### config.mk
export PLATFORM = sky130hd
export DESIGN_NAME = stream_demux_flat
export DESIGN_NICKNAME = d
export VERILOG_FILES = /design/src/rtl/stream_demux_pkg.sv /design/src/rtl/stream_demux_if.sv /design/src/rtl/stream_demux_slot.sv /design/src/rtl/stream_demux.sv /design/src/flat_wrapper.sv
export SDC_FILE = /design/constraint.sdc
export NUM_CORES = 1
export LEC_CHECK = 0
export BUFFER_PORTS_ARGS = -buffer_cell sky130_fd_sc_hd__buf_2
export CAP_MARGIN = 40
export CELL_PAD_IN_SITES_DETAIL_PLACEMENT = 1
export CELL_PAD_IN_SITES_GLOBAL_PLACEMENT = 1
export CORE_ASPECT_RATIO = 1.1
export CORE_MARGIN = 5
export CORE_UTILIZATION = 36
export CTS_BUF_LIST = sky130_fd_sc_hd__clkbuf_8
export DETAILED_ROUTE_END_ITERATION = 6
export PLACE_DENSITY_LB_ADDON = 0.1
export SLEW_MARGIN = 5
export SYNTH_ARGS = -nofsm -noshare
export SYNTH_HDL_FRONTEND = slang
export SYNTH_SLANG_ARGS = --single-unit
### constraint.sdc
create_clock -name clk -period 1.5 [get_ports clk]
set_clock_uncertainty 0.2 [all_clocks]
set_input_delay 0.15 -clock clk [delete_from_list [all_inputs] [get_ports clk]]
set_output_delay 0.15 -clock clk [all_outputs]
set_load 0.01 [all_outputs]
### src/rtl/stream_demux_pkg.sv
// stream_demux_pkg: shared constants and helpers for the stream demultiplexer.
//   ERR_CNT_W / ERR_CNT_MAX : width and saturation value of the drop counter
//   clog2_min1()            : select width for a given channel count (>= 1)
package stream_demux_pkg;

  localparam int ERR_CNT_W = 8;
  localparam logic [ERR_CNT_W-1:0] ERR_CNT_MAX = 8'd255;

  // Bits needed to index n channels; a single channel still gets one bit.
  function automatic int clog2_min1(input int n);
    int r;
    r = 0;
    while ((1 << r) < n) r++;
    return (r < 1) ? 1 : r;
  endfunction

endpackage

### src/rtl/stream_demux_if.sv
// stream_demux_if: producer/consumer handshake bundle for stream_demux.
//   in_data/in_sel/in_valid/in_ready : single input stream
//   out_data/out_valid/out_ready     : N output channels, channel k at [k*W +: W]
//   in_bcast                         : only when STREAM_DEMUX_BROADCAST_EN is defined
// modport slave  : the demux side
// modport master : the producer + consumers side
interface stream_demux_if #(
  parameter int W = 8,
  parameter int N = 4,
  parameter int S = 2
);
  logic [W-1:0]   in_data;
  logic [S-1:0]   in_sel;
  logic           in_valid;
  logic           in_ready;
  logic [N*W-1:0] out_data;
  logic [N-1:0]   out_valid;
  logic [N-1:0]   out_ready;
`ifdef STREAM_DEMUX_BROADCAST_EN
  logic           in_bcast;

  modport slave (
    input  in_data, in_sel, in_valid, in_bcast, out_ready,
    output in_ready, out_data, out_valid
  );
  modport master (
    output in_data, in_sel, in_valid, in_bcast, out_ready,
    input  in_ready, out_data, out_valid
  );
`else
  modport slave (
    input  in_data, in_sel, in_valid, out_ready,
    output in_ready, out_data, out_valid
  );
  modport master (
    output in_data, in_sel, in_valid, out_ready,
    input  in_ready, out_data, out_valid
  );
`endif
endinterface

### src/rtl/stream_demux_slot.sv
// demux_slot: one output channel's holding register.
//   clk, reset : clock, asynchronous active-high reset
//   load, din  : write din into the slot at the next edge
//   ready      : consumer takes the held beat this cycle
//   vld, dout  : registered slot state
//   free       : slot can take a new beat this cycle (empty or draining)
module demux_slot #(
  parameter int W = 8
) (
  input  logic         clk,
  input  logic         reset,
  input  logic         load,
  input  logic         ready,
  input  logic [W-1:0] din,
  output logic         vld,
  output logic [W-1:0] dout,
  output logic         free
);
  logic         vld_q, vld_d;
  logic [W-1:0] data_q, data_d;

  always_comb begin
    vld_d  = vld_q;
    data_d = data_q;
    // Load wins over drain so a simultaneous drain+load keeps the slot full.
    if (vld_q && ready) vld_d = 1'b0;
    if (load) begin
      vld_d  = 1'b1;
      data_d = din;
    end
  end

  always_ff @(posedge clk or posedge reset) begin
    if (reset) begin
      vld_q  <= 1'b0;
      data_q <= '0;
    end else begin
      vld_q  <= vld_d;
      data_q <= data_d;
    end
  end

  assign vld  = vld_q;
  assign dout = data_q;
  assign free = !vld_q || ready;
endmodule

### src/rtl/stream_demux.sv
// stream_demux: 1-to-N stream demultiplexer, one holding slot per channel.
//   clk, reset : clock, asynchronous active-high reset
//   bus        : stream_demux_if.slave (input stream + N output channels)
//   err_cnt    : saturating count of beats dropped for in_sel >= N
// Optional: STREAM_DEMUX_BROADCAST_EN adds bus.in_bcast, which loads every
// slot at once and stalls until all slots can take the beat.
module stream_demux
  import stream_demux_pkg::*;
#(
  parameter int W = 8,
  parameter int N = 4,
  parameter int S = clog2_min1(N)
) (
  input  logic                 clk,
  input  logic                 reset,
  stream_demux_if.slave        bus,
  output logic [ERR_CNT_W-1:0] err_cnt
);
  logic [N-1:0]         free;
  logic [N-1:0]         load;
  logic [N-1:0]         v_all;
  logic [N*W-1:0]       d_all;
  logic                 in_ready_c;
  logic                 in_range;
  logic                 bcast;
  logic                 accept;
  logic                 err_inc;
  logic [ERR_CNT_W-1:0] err_cnt_q, err_cnt_d;

  for (genvar k = 0; k < N; k++) begin : g_slot
    demux_slot #(.W(W)) u_slot (
      .clk   (clk),
      .reset (reset),
      .load  (load[k]),
      .ready (bus.out_ready[k]),
      .din   (bus.in_data),
      .vld   (v_all[k]),
      .dout  (d_all[k*W +: W]),
      .free  (free[k])
    );
  end

`ifdef STREAM_DEMUX_BROADCAST_EN
  assign bcast = bus.in_bcast;
`else
  assign bcast = 1'b0;
`endif

  always_comb begin
    // Out-of-range selects are always ready so the producer never stalls on them.
    in_ready_c = 1'b1;
    in_range   = 1'b0;
    for (int k = 0; k < N; k++) begin
      if (bus.in_sel == S'(k)) begin
        in_range   = 1'b1;
        in_ready_c = free[k];
      end
    end
    if (bcast) in_ready_c = &free;

    accept = bus.in_valid && in_ready_c;
    load   = '0;
    for (int k = 0; k < N; k++) begin
      load[k] = accept && (bcast || (bus.in_sel == S'(k)));
    end
    err_inc = accept && !bcast && !in_range;

    err_cnt_d = err_cnt_q;
    if (err_inc && (err_cnt_q != ERR_CNT_MAX)) err_cnt_d = err_cnt_q + ERR_CNT_W'(1);
  end

  always_ff @(posedge clk or posedge reset) begin
    if (reset) err_cnt_q <= '0;
    else       err_cnt_q <= err_cnt_d;
  end

  assign bus.in_ready  = in_ready_c;
  assign bus.out_valid = v_all;
  assign bus.out_data  = d_all;
  assign err_cnt       = err_cnt_q;
endmodule

### src/flat_wrapper.sv
// flat-port wrapper written by rule: the top's interface ports become plain ports
module stream_demux_flat import stream_demux_pkg::*;
#(
  parameter int W = 8,
  parameter int N = 4,
  parameter int S = clog2_min1(N)
)
  (clk, reset, err_cnt, bus_in_data, bus_in_sel, bus_in_valid, bus_out_ready, bus_in_ready, bus_out_data, bus_out_valid);
  stream_demux_if #(.W(W), .N(N), .S(S)) bus_i ();
  input  logic clk;
  input  logic reset;
  output logic [ERR_CNT_W-1:0] err_cnt;
  input wire logic [$bits(bus_i.in_data)-1:0] bus_in_data;
  input wire logic [$bits(bus_i.in_sel)-1:0] bus_in_sel;
  input wire logic [$bits(bus_i.in_valid)-1:0] bus_in_valid;
  input wire logic [$bits(bus_i.out_ready)-1:0] bus_out_ready;
  output wire logic [$bits(bus_i.in_ready)-1:0] bus_in_ready;
  output wire logic [$bits(bus_i.out_data)-1:0] bus_out_data;
  output wire logic [$bits(bus_i.out_valid)-1:0] bus_out_valid;
  assign bus_i.in_data = bus_in_data;
  assign bus_i.in_sel = bus_in_sel;
  assign bus_i.in_valid = bus_in_valid;
  assign bus_i.out_ready = bus_out_ready;
  assign bus_in_ready = bus_i.in_ready;
  assign bus_out_data = bus_i.out_data;
  assign bus_out_valid = bus_i.out_valid;
  stream_demux #(.W(W), .N(N), .S(S)) u_core (.clk(clk), .reset(reset), .bus(bus_i), .err_cnt(err_cnt));
endmodule
==> reports/summary.txt <==
Post-route DRC: 0
post-synth net total: 126
GR Util All Layers: 15.0%
worst-case clock buffer depth: 2
Fmax: 578 MHz
Cell Area, Synth: 1670 sq um
main area contributors after synthesis: dfrtp_1 66%, mux2_2 22%, buf_4 1.8%, clkbuf_1 1.8%, nand2b_1 1.5%
core area: 4550 sq um
Non-Filler Instances: 245
final count of negative-setup-slack endpoints: 17
total grt overflow: 0
power per cell area: 1220 nW/um^2
CTS H-Tree Depth: 2
Initial Util: 36.6%
ANT cells: 0
top cells by count, synth: 44 x dfrtp_1, 32 x mux2_2, 8 x clkbuf_1, 5 x nand2_1
leakage: 1.23 nW
post-DP HPWL: 3.10 mm
Synth Flop Type: dfrtp_1
RSZ-0062 raised after global routing: true
initial antenna violation count: 0
WP data required: 1.15 ns
Slew Viols, Final: 0
Max-Cap Viols: 0
outcome: complete, but fails checks
share of post-route cells with drive strength above 1: 63.5%
top-level I/O count: 62
min Tclk post-route: 1.73 ns
worst setup margin: -0.230 ns
Sink Count: 44
Final Core Density: 53.0%
fin crit share: 115%
Via Count: 1130
number of detailed-route iterations in the first pass: 2
Reg clk slew, reported paths: 0.08 ns
first-pass GRT wire length: 6.63 mm
Die H: 81.4 um
NumNets Final: 205
DRT iter0 DRCs: 34
Num CTS Buffers: 5
area leader, netlist: dfrtp_1
# rows: 26
actual slew at the worst max-slew pin: 0.332 ns
crit path DAT: 1.38 ns
peak supply drop: 0.000616 V
top-area cell type share of the netlist area: 66.0%
Filler Cell Count: 486
DIE AREA: 6100 sq um
hold crit path type: input port to register
number of flops mapped to enable cells by yosys: 0
cell count after synthesis: 109
failing checks: setup timing
CTS root buf: clkbuf_8
ys async rst share: 100%
startpoint types: register
CTS tree: built
Worst Setup End Kind: primary output
vias per cell: 4.61
relative slew slack: 77.8%
Post-Syn Area per Cell: 15.3 sq um
Synth-to-Final Area Change: 44.6%
synth unique cells: 16
most common cell in the netlist: dfrtp_1
Clock Latency Late Sink: 0.29 ns
wire per inst: 17.4 um
Final Hold Violating Endpoints: 0
crit-path max FO: 2
gpl congestion: 0.663
synth warn: 0
# port buffers: 61
ANT nets after route: 0
routed wire length: 4.26 mm
largest net degree at the start of global routing: 24
Die X: 74.9 um
vias in the first global route: 1237
post-synthesis sequential area ratio: 66.0%
Yosys reg bits: 44
CP Class: register to primary output
placed insts: 219
==> worst max-delay path: stages, from the launching register on <==
cell      delay, ns
dfrtp_1        0.36
nand2b_1       0.09
mux4_2         0.50
buf_6          0.14
==> flip-flops by register name (all words and copies together), names as in the netlist <==
signal and flops:
u_core.err_cnt 8, u_core.g_slot.u_slot.vld 4, u_core.g_slot.u_slot.dout 32
==> power by group <==
| part | switching (W) | total (W) | internal [W] |
|---|---|---|---|
| sequential | 0.000104 | 0.00148 | 0.00138 |
| combinational | 0.000313 | 0.000714 | 0.000401 |
| clock | 0.000381 | 0.000749 | 0.000367 |
| total | 0.000799 | 0.00294 | 0.00214 |
==> path summary, 6_finish.rpt <==
path | start | end | slack, ns | depth (start not counted)
hold reg to reg | u_core.err_cnt[2]$_DFFE_PP0P_ | u_core.err_cnt[2]$_DFFE_PP0P_ | 0.18 | 0
max in group asynchronous | reset | u_core.g_slot[1].u_slot.dout[7]$_DFFE_PP0P_ | 0.60 | 4
setup / recovery | u_core.g_slot[2].u_slot.vld$_DFFE_PP0P_ | bus_in_ready | -0.23 | 3
setup reg to reg | u_core.g_slot[2].u_slot.vld$_DFFE_PP0P_ | u_core.g_slot[2].u_slot.dout[1]$_DFFE_PP0P_ | -0.12 | 5
hold / removal | bus_in_sel[0] | u_core.g_slot[2].u_slot.vld$_DFFE_PP0P_ | 0.02 | 2
min in group asynchronous | reset | u_core.err_cnt[6]$_DFFE_PP0P_ | 0.25 | 4
==> layout make-up <==
type | instances | area, sq um | area share [%]
clock buffers | 6 | 82.6 | 3.42
clock inverters | 2 | 11.3 | 0.467
inverters | 1 | 3.75 | 0.156
multi-input cells | 50 | 589 | 24.4
flip-flops and latches | 44 | 1100 | 45.6
well taps | 56 | 70.1 | 2.90
repair buffers | 86 | 554 | 23.0
==> layout by cell type, fill, tap and decap left out, types with 2 or more instances in the layout <==
| master | netlist | final |
|---|---|---|
| buf_2 | 3 | 60 |
| clkbuf_8 | 0 | 6 |
| nand2b_1 | 4 | 4 |
| buf_6 | 0 | 5 |
| buf_4 | 4 | 7 |
| dlygate4sd3_1 | 0 | 13 |
| nand3b_4 | 0 | 2 |
| mux2_4 | 0 | 16 |
| mux2_2 | 32 | 16 |
| dfrtp_1 | 44 | 44 |
| nand2_1 | 5 | 5 |
==> cells by family (layout without fill, tap and decap cells) <==
| kind of cell | Yosys count | count (layout) | share of synthesized area, % |
|---|---|---|---|
| compound gates | 1 | 1 | 0.300 |
| buf+inv | 16 | 95 | 4.73 |
| flops | 44 | 44 | 66.0 |
| mux | 33 | 33 | 23.0 |
| simple gates | 15 | 16 | 6.00 |
==> metal layers <==
metal,part of all wire [%],track usage [%]
met1,40,17.7
met5,0,0
met4,0.99,4.27
met3,5.5,4.21
met2,54,26.3
==> what timing repair did <==
item,CTS,global route
hold endpoints to repair,78,0
endpoints found under the setup margin,30,30
cloned,0,1
hold buffers,13,0
resized for setup,20,8
buffers inserted,3,1
==> through the flow <==
| stage | hold WS, ns | cell area (sq um) | setup TNS, ns | total power [W] | setup slack [ns] |
|---|---|---|---|---|---|
| after floorplan | 0.101 | 1670 | 0 | 0.00182 | 0.0299 |
| after global placement | -0.00516 | 2030 | -0.0859 | 0.00209 | -0.0192 |
| after CTS | 0.00395 | 2360 | -1.02 | 0.00297 | -0.249 |
| after detailed placement | 0.0215 | 2030 | -0.642 | 0.00212 | -0.0590 |
| after global routing | 0.0593 | 2410 | -2.64 | 0.00312 | -0.283 |
| final | 0.0174 | 2410 | -1.72 | 0.00294 | -0.230 |
No activity file was read; power rests on OpenSTA's default activity.
